==> config.mk <==
export PLATFORM = sky130hd
export DESIGN_NAME = lfsr_ring_gen
export DESIGN_NICKNAME = d
export VERILOG_FILES = /design/src/rtl/lfsr_ring_pkg.sv /design/src/rtl/lfsr_ring_next.sv /design/src/rtl/lfsr_ring_gen.sv
export SDC_FILE = /design/constraint.sdc
export NUM_CORES = 1
export LEC_CHECK = 0
export BUFFER_PORTS_ARGS = -buffer_cell sky130_fd_sc_hd__clkbuf_2
export CAP_MARGIN = 20
export CORE_AREA = 8 8 45 47
export CTS_CLUSTER_SIZE = 30
export DETAILED_ROUTE_END_ITERATION = 16
export DIE_AREA = 0 0 53 55
export PLACE_DENSITY_LB_ADDON = 0.12
export SLEW_MARGIN = 5
export SYNTH_ARGS = -nofsm -noshare
export SYNTH_HDL_FRONTEND = slang
export SYNTH_SLANG_ARGS = --single-unit
==> constraint.sdc <==
create_clock -name clk -period 2 [get_ports clk]
set_input_delay 0.4 -clock clk [delete_from_list [all_inputs] [get_ports clk]]
set_output_delay 0.4 -clock clk [all_outputs]
set_load 0.005 [all_outputs]
==> src/rtl/lfsr_ring_pkg.sv <==
// Shared constants for the lfsr_ring_gen sequence generator:
// mode encodings and default tap/reset values for WIDTH=4.
package lfsr_ring_pkg;

   localparam logic [1:0] MODE_RING    = 2'b00;
   localparam logic [1:0] MODE_JOHNSON = 2'b01;
   localparam logic [1:0] MODE_LFSR    = 2'b10;
   localparam logic [1:0] MODE_HOLD    = 2'b11;

   localparam logic [3:0] DEF_TAPS      = 4'b0011;
   localparam logic [3:0] DEF_RESET_VAL = 4'b0001;

endpackage

==> src/rtl/lfsr_ring_next.sv <==
// Combinational next-state for lfsr_ring_gen: right shift with a
// mode-selected bit inserted at the MSB (ring, Johnson, LFSR, hold).
module lfsr_ring_next
   import lfsr_ring_pkg::*;
#(
   parameter int               WIDTH = 4,
   parameter logic [WIDTH-1:0] TAPS  = WIDTH'(DEF_TAPS)
) (
   input  logic [WIDTH-1:0] q_i,
   input  logic [1:0]       mode_i,
   output logic [WIDTH-1:0] next_o,
   output logic             fb_o
);

   always_comb begin
      fb_o   = q_i[0];
      next_o = q_i;
      unique case (mode_i)
         MODE_RING:    fb_o = q_i[0];
         MODE_JOHNSON: fb_o = ~q_i[0];
         MODE_LFSR:    fb_o = ^(q_i & TAPS);
         default:      fb_o = q_i[0];
      endcase
      if (mode_i != MODE_HOLD)
         next_o = {fb_o, q_i[WIDTH-1:1]};
   end

endmodule

==> src/rtl/lfsr_ring_gen.sv <==
// Ring/Johnson/LFSR sequence generator with seed load, wrap and lockup.
// Define LFSR_RING_GEN_RECOVER_EN to auto-escape the LFSR all-zero state.
module lfsr_ring_gen
   import lfsr_ring_pkg::*;
#(
   parameter int               WIDTH     = 4,
   parameter logic [WIDTH-1:0] TAPS      = WIDTH'(DEF_TAPS),
   parameter logic [WIDTH-1:0] RESET_VAL = WIDTH'(DEF_RESET_VAL)
) (
   input  logic             clk,
   input  logic             reset,
   input  logic             en,
   input  logic             load,
   input  logic [WIDTH-1:0] seed,
   input  logic [1:0]       mode,
   output logic [WIDTH-1:0] out,
   output logic             wrap,
   output logic             lockup
);

   logic [WIDTH-1:0] q_q, q_d;
   logic [WIDTH-1:0] ref_q, ref_d;
   logic             wrap_q, wrap_d;
   logic [WIDTH-1:0] nxt;
   logic [WIDTH-1:0] step_val;
   logic             fb_unused;
   logic             zero_lfsr;
   logic             recover;
   logic             step;

   lfsr_ring_next #(
      .WIDTH (WIDTH),
      .TAPS  (TAPS)
   ) u_next (
      .q_i    (q_q),
      .mode_i (mode),
      .next_o (nxt),
      .fb_o   (fb_unused)
   );

   assign zero_lfsr = (mode == MODE_LFSR) && (q_q == '0);
   assign step      = en && !load && (mode != MODE_HOLD);

`ifdef LFSR_RING_GEN_RECOVER_EN
   assign recover  = zero_lfsr;
   assign step_val = recover ? {{(WIDTH-1){1'b0}}, 1'b1} : nxt;
`else
   assign recover  = 1'b0;
   assign step_val = nxt;
`endif

   always_comb begin
      q_d    = q_q;
      ref_d  = ref_q;
      wrap_d = 1'b0;
      if (load) begin
         q_d   = seed;
         ref_d = seed;
      end else if (step) begin
         q_d    = step_val;
         wrap_d = (step_val == ref_q) && !recover;
      end
   end

   always_ff @(posedge clk or posedge reset) begin
      if (reset) begin
         q_q    <= RESET_VAL;
         ref_q  <= RESET_VAL;
         wrap_q <= 1'b0;
      end else begin
         q_q    <= q_d;
         ref_q  <= ref_d;
         wrap_q <= wrap_d;
      end
   end

   assign out    = q_q;
   assign wrap   = wrap_q;
   assign lockup = zero_lfsr;

endmodule

Word-level counts from Yosys, hierarchy flattened
Index checks and enable logic that the tools add are counted.

Eq/ne operators: 4. Muxes and demuxes: 6. Bitwise logic cells: 1. Reductions and logical operators: 7.

Operators with widths (count): $mux 4 (3); $eq 4x4->1 (1); $logic_not 4->1 (1); $reduce_xor 4->1 (1); $logic_and 1x1->1 (3); $eq 2x1->1 const B (1); $eq 2x2->1 const B (1); $mux 1 (2); $ne 2x2->1 const B (1); $pmux 1 s2 (1); $reduce_bool 2->1 (1); $logic_not 1->1 (1); $not 1->1 (1).

Bits in registers: 9. Input bits: 10. Word-level logic and storage cells: 21.

Logic depth before layout (Yosys ltp)
Depth after elaboration: 6. Mapped depth: 6. Gate-level depth less buffers: 6.

Cells and area by module
A second synthesis with hierarchy kept.

Cell total of the unflattened synthesis: 50. Area total of the unflattened synthesis: 561.8 um^2.

Modules (own cells, without submodules): lfsr_ring_gen (instances 1, cells each 34, area an instance 440.4 um^2, sequential area each 227.7 um^2); lfsr_ring_next (instances 1, cells each 16, area an instance 121.4 um^2, sequential area each 0.0 um^2).

Least setup slack after synthesis
OpenSTA, ideal clock, no wires.

Kind: input port to flip-flop. Start point: in mode[0]. End point: reg wrap_q (netlist: wrap). Setup time: 87 ps. Arrival: 1590 ps. Data required time: 1913 ps. Slack: 323 ps. Stages: 5. Path buffers: 1. Path through: ha_1 -> nand2b_4 -> buf_6 -> or4_4 -> a211oi_2.

Word-level cells in the longest chain between the ends: 6. Elaborated cells on any way between the ends: 9. Those cells by class: 4 x eq/ne; 4 x mux; 1 x reduce/logical.

RTL lines: from (decl) (line lfsr_ring_gen.sv:15) `input logic [1:0] mode,`; $eq 2x2->1 / $eq 2x1->1 (equally long branches) (line lfsr_ring_next.sv:18) `unique case (mode_i)`; $pmux 1 s2 (line lfsr_ring_next.sv:18); $mux 4 (line lfsr_ring_next.sv:24) `if (mode_i != MODE_HOLD)`; $eq 4x4->1 (line lfsr_ring_gen.sv:61) `wrap_d = (step_val == ref_q) && !recover;`; $mux 1 * (line lfsr_ring_gen.sv:59) `end else if (step) begin`; $mux 1 * (line lfsr_ring_gen.sv:56) `if (load) begin`; net wrap_d (line lfsr_ring_gen.sv:23) `logic wrap_q, wrap_d;`; to (signal assigned) (line lfsr_ring_gen.sv:73) `wrap_q <= wrap_d;`; to (decl) (line lfsr_ring_gen.sv:23).

Mark *: on every way through the listed nets, which the timed path passes. The rest lies on a longest branch. A chain may end at the register's enable or synchronous reset.

Worst setup path after layout
Start point: reg q_q[0] (netlist: out[0]). End point: reg wrap_q (netlist: wrap).

Word-level cells in the longest chain between the ends: 6. Elaborated cells on any way between the ends: 7. Those cells by class: 1 x eq/ne; 4 x mux; 1 x bitwise; 1 x reduce/logical.

RTL lines: from (decl) (line lfsr_ring_gen.sv:21) `logic [WIDTH-1:0] q_q, q_d;`; from (signal assigned) (line lfsr_ring_gen.sv:71) `q_q <= q_d;`; $reduce_xor 4->1 / $not 1->1 (equally long branches) (line lfsr_ring_next.sv:21, lfsr_ring_next.sv:20); $pmux 1 s2 (line lfsr_ring_next.sv:18); $mux 4 * (line lfsr_ring_next.sv:24); $eq 4x4->1 * (line lfsr_ring_gen.sv:61); $mux 1 * (line lfsr_ring_gen.sv:59); $mux 1 * (line lfsr_ring_gen.sv:56); net wrap_d (line lfsr_ring_gen.sv:23).

Marks and branches as above.

==> flow_summary.ini <==
[status]
status = finished, final reports clean

[cells_and_area]
antenna_cells = 0
seq_area_sq_um = 227.7
multi_input_area_sq_um = 286.5
final_util_pct = 48.64
drive_gt1_share_pct = 31.17
fill_cells = 141
num-nets-final = 92
area_growth_pct = 18.76
final_area_sq_um = 673.1

[placed_design]
portBuffers = 15
dp_hpwl_um = 965.1
gp_congestion = 0.7081
place_area_sq_um = 646.9
dp_slack_ps = 221.1

[global_routing]
met3_usage_pct = 3.743
first_global_vias = 480
grt_use_met2_pct = 16.41
gr-usage-met1_pct = 9.737
grt.busiest_layer = met2
overflow = 0
grt_pass1_wl_um = 2035
grt_usage_pct = 9.511
antenna_found_initial = 0
grt_max_degree = 14

[synth]
synth_area_leaders = dfrtp_1 31%, dfstp_2 9.3%, ha_1 8.8%
ys_seq_area_share_pct = 40.18
netlist_area_sq_um = 566.8
ys_ff_latch = 9
synth_cell_types = 24
syn_nets = 74
syn_avg_cell_area_sq_um = 9.447
synth_top_area_cell = dfrtp_1
syn_inst = 60
async_flop_share_pct = 100.0
synth_edf_count = 0
synth_top_flop_cell = dfrtp_1
yosysTopAreaCellShare_pct = 30.91
ys_warn_count = 0

[critical_path]
crit_family = flip-flops
slowest_stage = dfstp_2
required_ps = 2170
worstPathArrival_ps = 1940
critPathKind = reg2reg
cp-start-kind = flop
critical_path_buf_inv_count = 1
max_stage_delay_ps = 570
worstSetupEndpointType = flop
cp_max_fo = 6
crit_chain = inv_1 > ha_1 > nand2_1 > a311oi_1 > or3_1 > a211oi_2

[detailed_routing]
via_count = 464
wl_um = 1144
drc_errors = 0
first_iter_violations = 10
first_pass_iters = 4
via_per_inst = 4.989
antenna_left = 0
wl_per_cell_um = 12.30

[clock_tree]
post_cts_buffers = 0
cts-root-buf = clkbuf_4
cts_resized = 0
cts-hold-fix-buffers = 0
clockBufferDepth = 2
htreeDepth = 1
clk_latency_ps = 260
cts_tree = yes
numCtsBuffers = 3
path_clk_slew_ps = 60
clkSinkCount = 9

[floorplanning]
start_util_pct = 40.96
coreArea_sq_mm = 0.001384
die_h_um = 55
num_rows = 14
die_w_um = 53
io_pins = 16
die-area_sq_mm = 0.002915

[worst_hold_path]
hp-class = in2async

[sta]
clock_skew_ps = 3.755
finalCritPeriodShare_pct = 88.24
final.setup.tns_ps = 0
finalCriticalPeriod_ps = 1765
rsz0062_at_grt = no
slew_viol_final = 0
hold_violations = 0
setup_ws_ps = 235.1
max_slew.worst_pin.slew_ps = 346.6
relSlewSlack_pct = 76.87
setup_viol = 0
clock.fmax_mhz = 566.6

[power]
p_per_area_mw_per_mm2 = 676.2
p_leak_nw = 0.3436
p_total_mw = 0.4552
ir_drop_mv = 0.3680

[job]
max_cap_viol_count = 0
## kinds of logic after synthesis
kind of cell | after synthesis | share of synthesized area [%]
flops | 9 | 40.18
fa+ha+maj | 4 | 8.830
xor+xnor | 2 | 3.091
buf+inv | 12 | 9.271
compound gates | 16 | 17.44
mux | 3 | 5.298
simple gates | 14 | 15.89
## registers in the layout, indices dropped and copies added (netlist names)
name / cells
out: 4
ref_q: 4
wrap: 1
## cells in the mapped netlist (2+ instances only)
cell and n:
a311oi_1 2, a21oi_1 2, nand2_1 5, dfstp_2 2
ha_1 4, nand2b_1 2, mux2i_1 3, dfrtp_1 7
inv_1 10, o21ai_0 9
## layout by cell type (no fill, tap or decap), drive strengths merged, types with 2 or more instances in the layout
| master | netlist | layout |
|---|---|---|
| a211oi | 2 | 2 |
| a311oi | 2 | 2 |
| nand2 | 5 | 5 |
| clkbuf | 1 | 19 |
| o21ai | 9 | 9 |
| inv | 10 | 10 |
| a21oi | 2 | 2 |
| ha | 4 | 4 |
| dfrtp | 7 | 7 |
| nand2b | 3 | 3 |
| mux2i | 3 | 3 |
| dfstp | 2 | 2 |
## stage by stage
step	cells	hold WS, ps
after detailed placement	89	365.6
after CTS	93	87.91
after floorplan	60	226.5
final	93	73.06
after global placement	89	359.1
after global routing	93	99.24
## layer usage
layer,share of wire [%],wire [um]
met4,0.87,10
met5,0,0
met1,42,486
met2,49,565
met3,7.1,81
## where the power goes
group,internal [mW],switching (mW)
clock,0.0768,0.0617
combinational,0.0472,0.0489
sequential,0.201,0.0191
total,0.326,0.130
## area by class of cell
class                   instances  area share (%)
multi-input cells              39           42.57
clock buffers                   4           3.903
inverters                      10           5.576
well taps                      16           2.974
repair buffers                 15           11.15
flip-flops and latches          9           33.83
## worst paths after layout
| kind | slack [ps] | endpoint | start | cells past startpoint |
|---|---|---|---|---|
| min reg2reg | 480 | ref_q[0] | ref_q[0] | 2 |
| max reg2reg | 240 | wrap | out[0] | 6 |
| max | 240 | wrap | out[0] | 6 |
| max in group asynchronous | 1630 | out[0] | reset | 2 |
| min | 70 | ref_q[3] | reset | 2 |
| min in group clk | 360 | ref_q[3] | seed[3] | 3 |
Note: power is estimated with default switching activity, not from simulation.
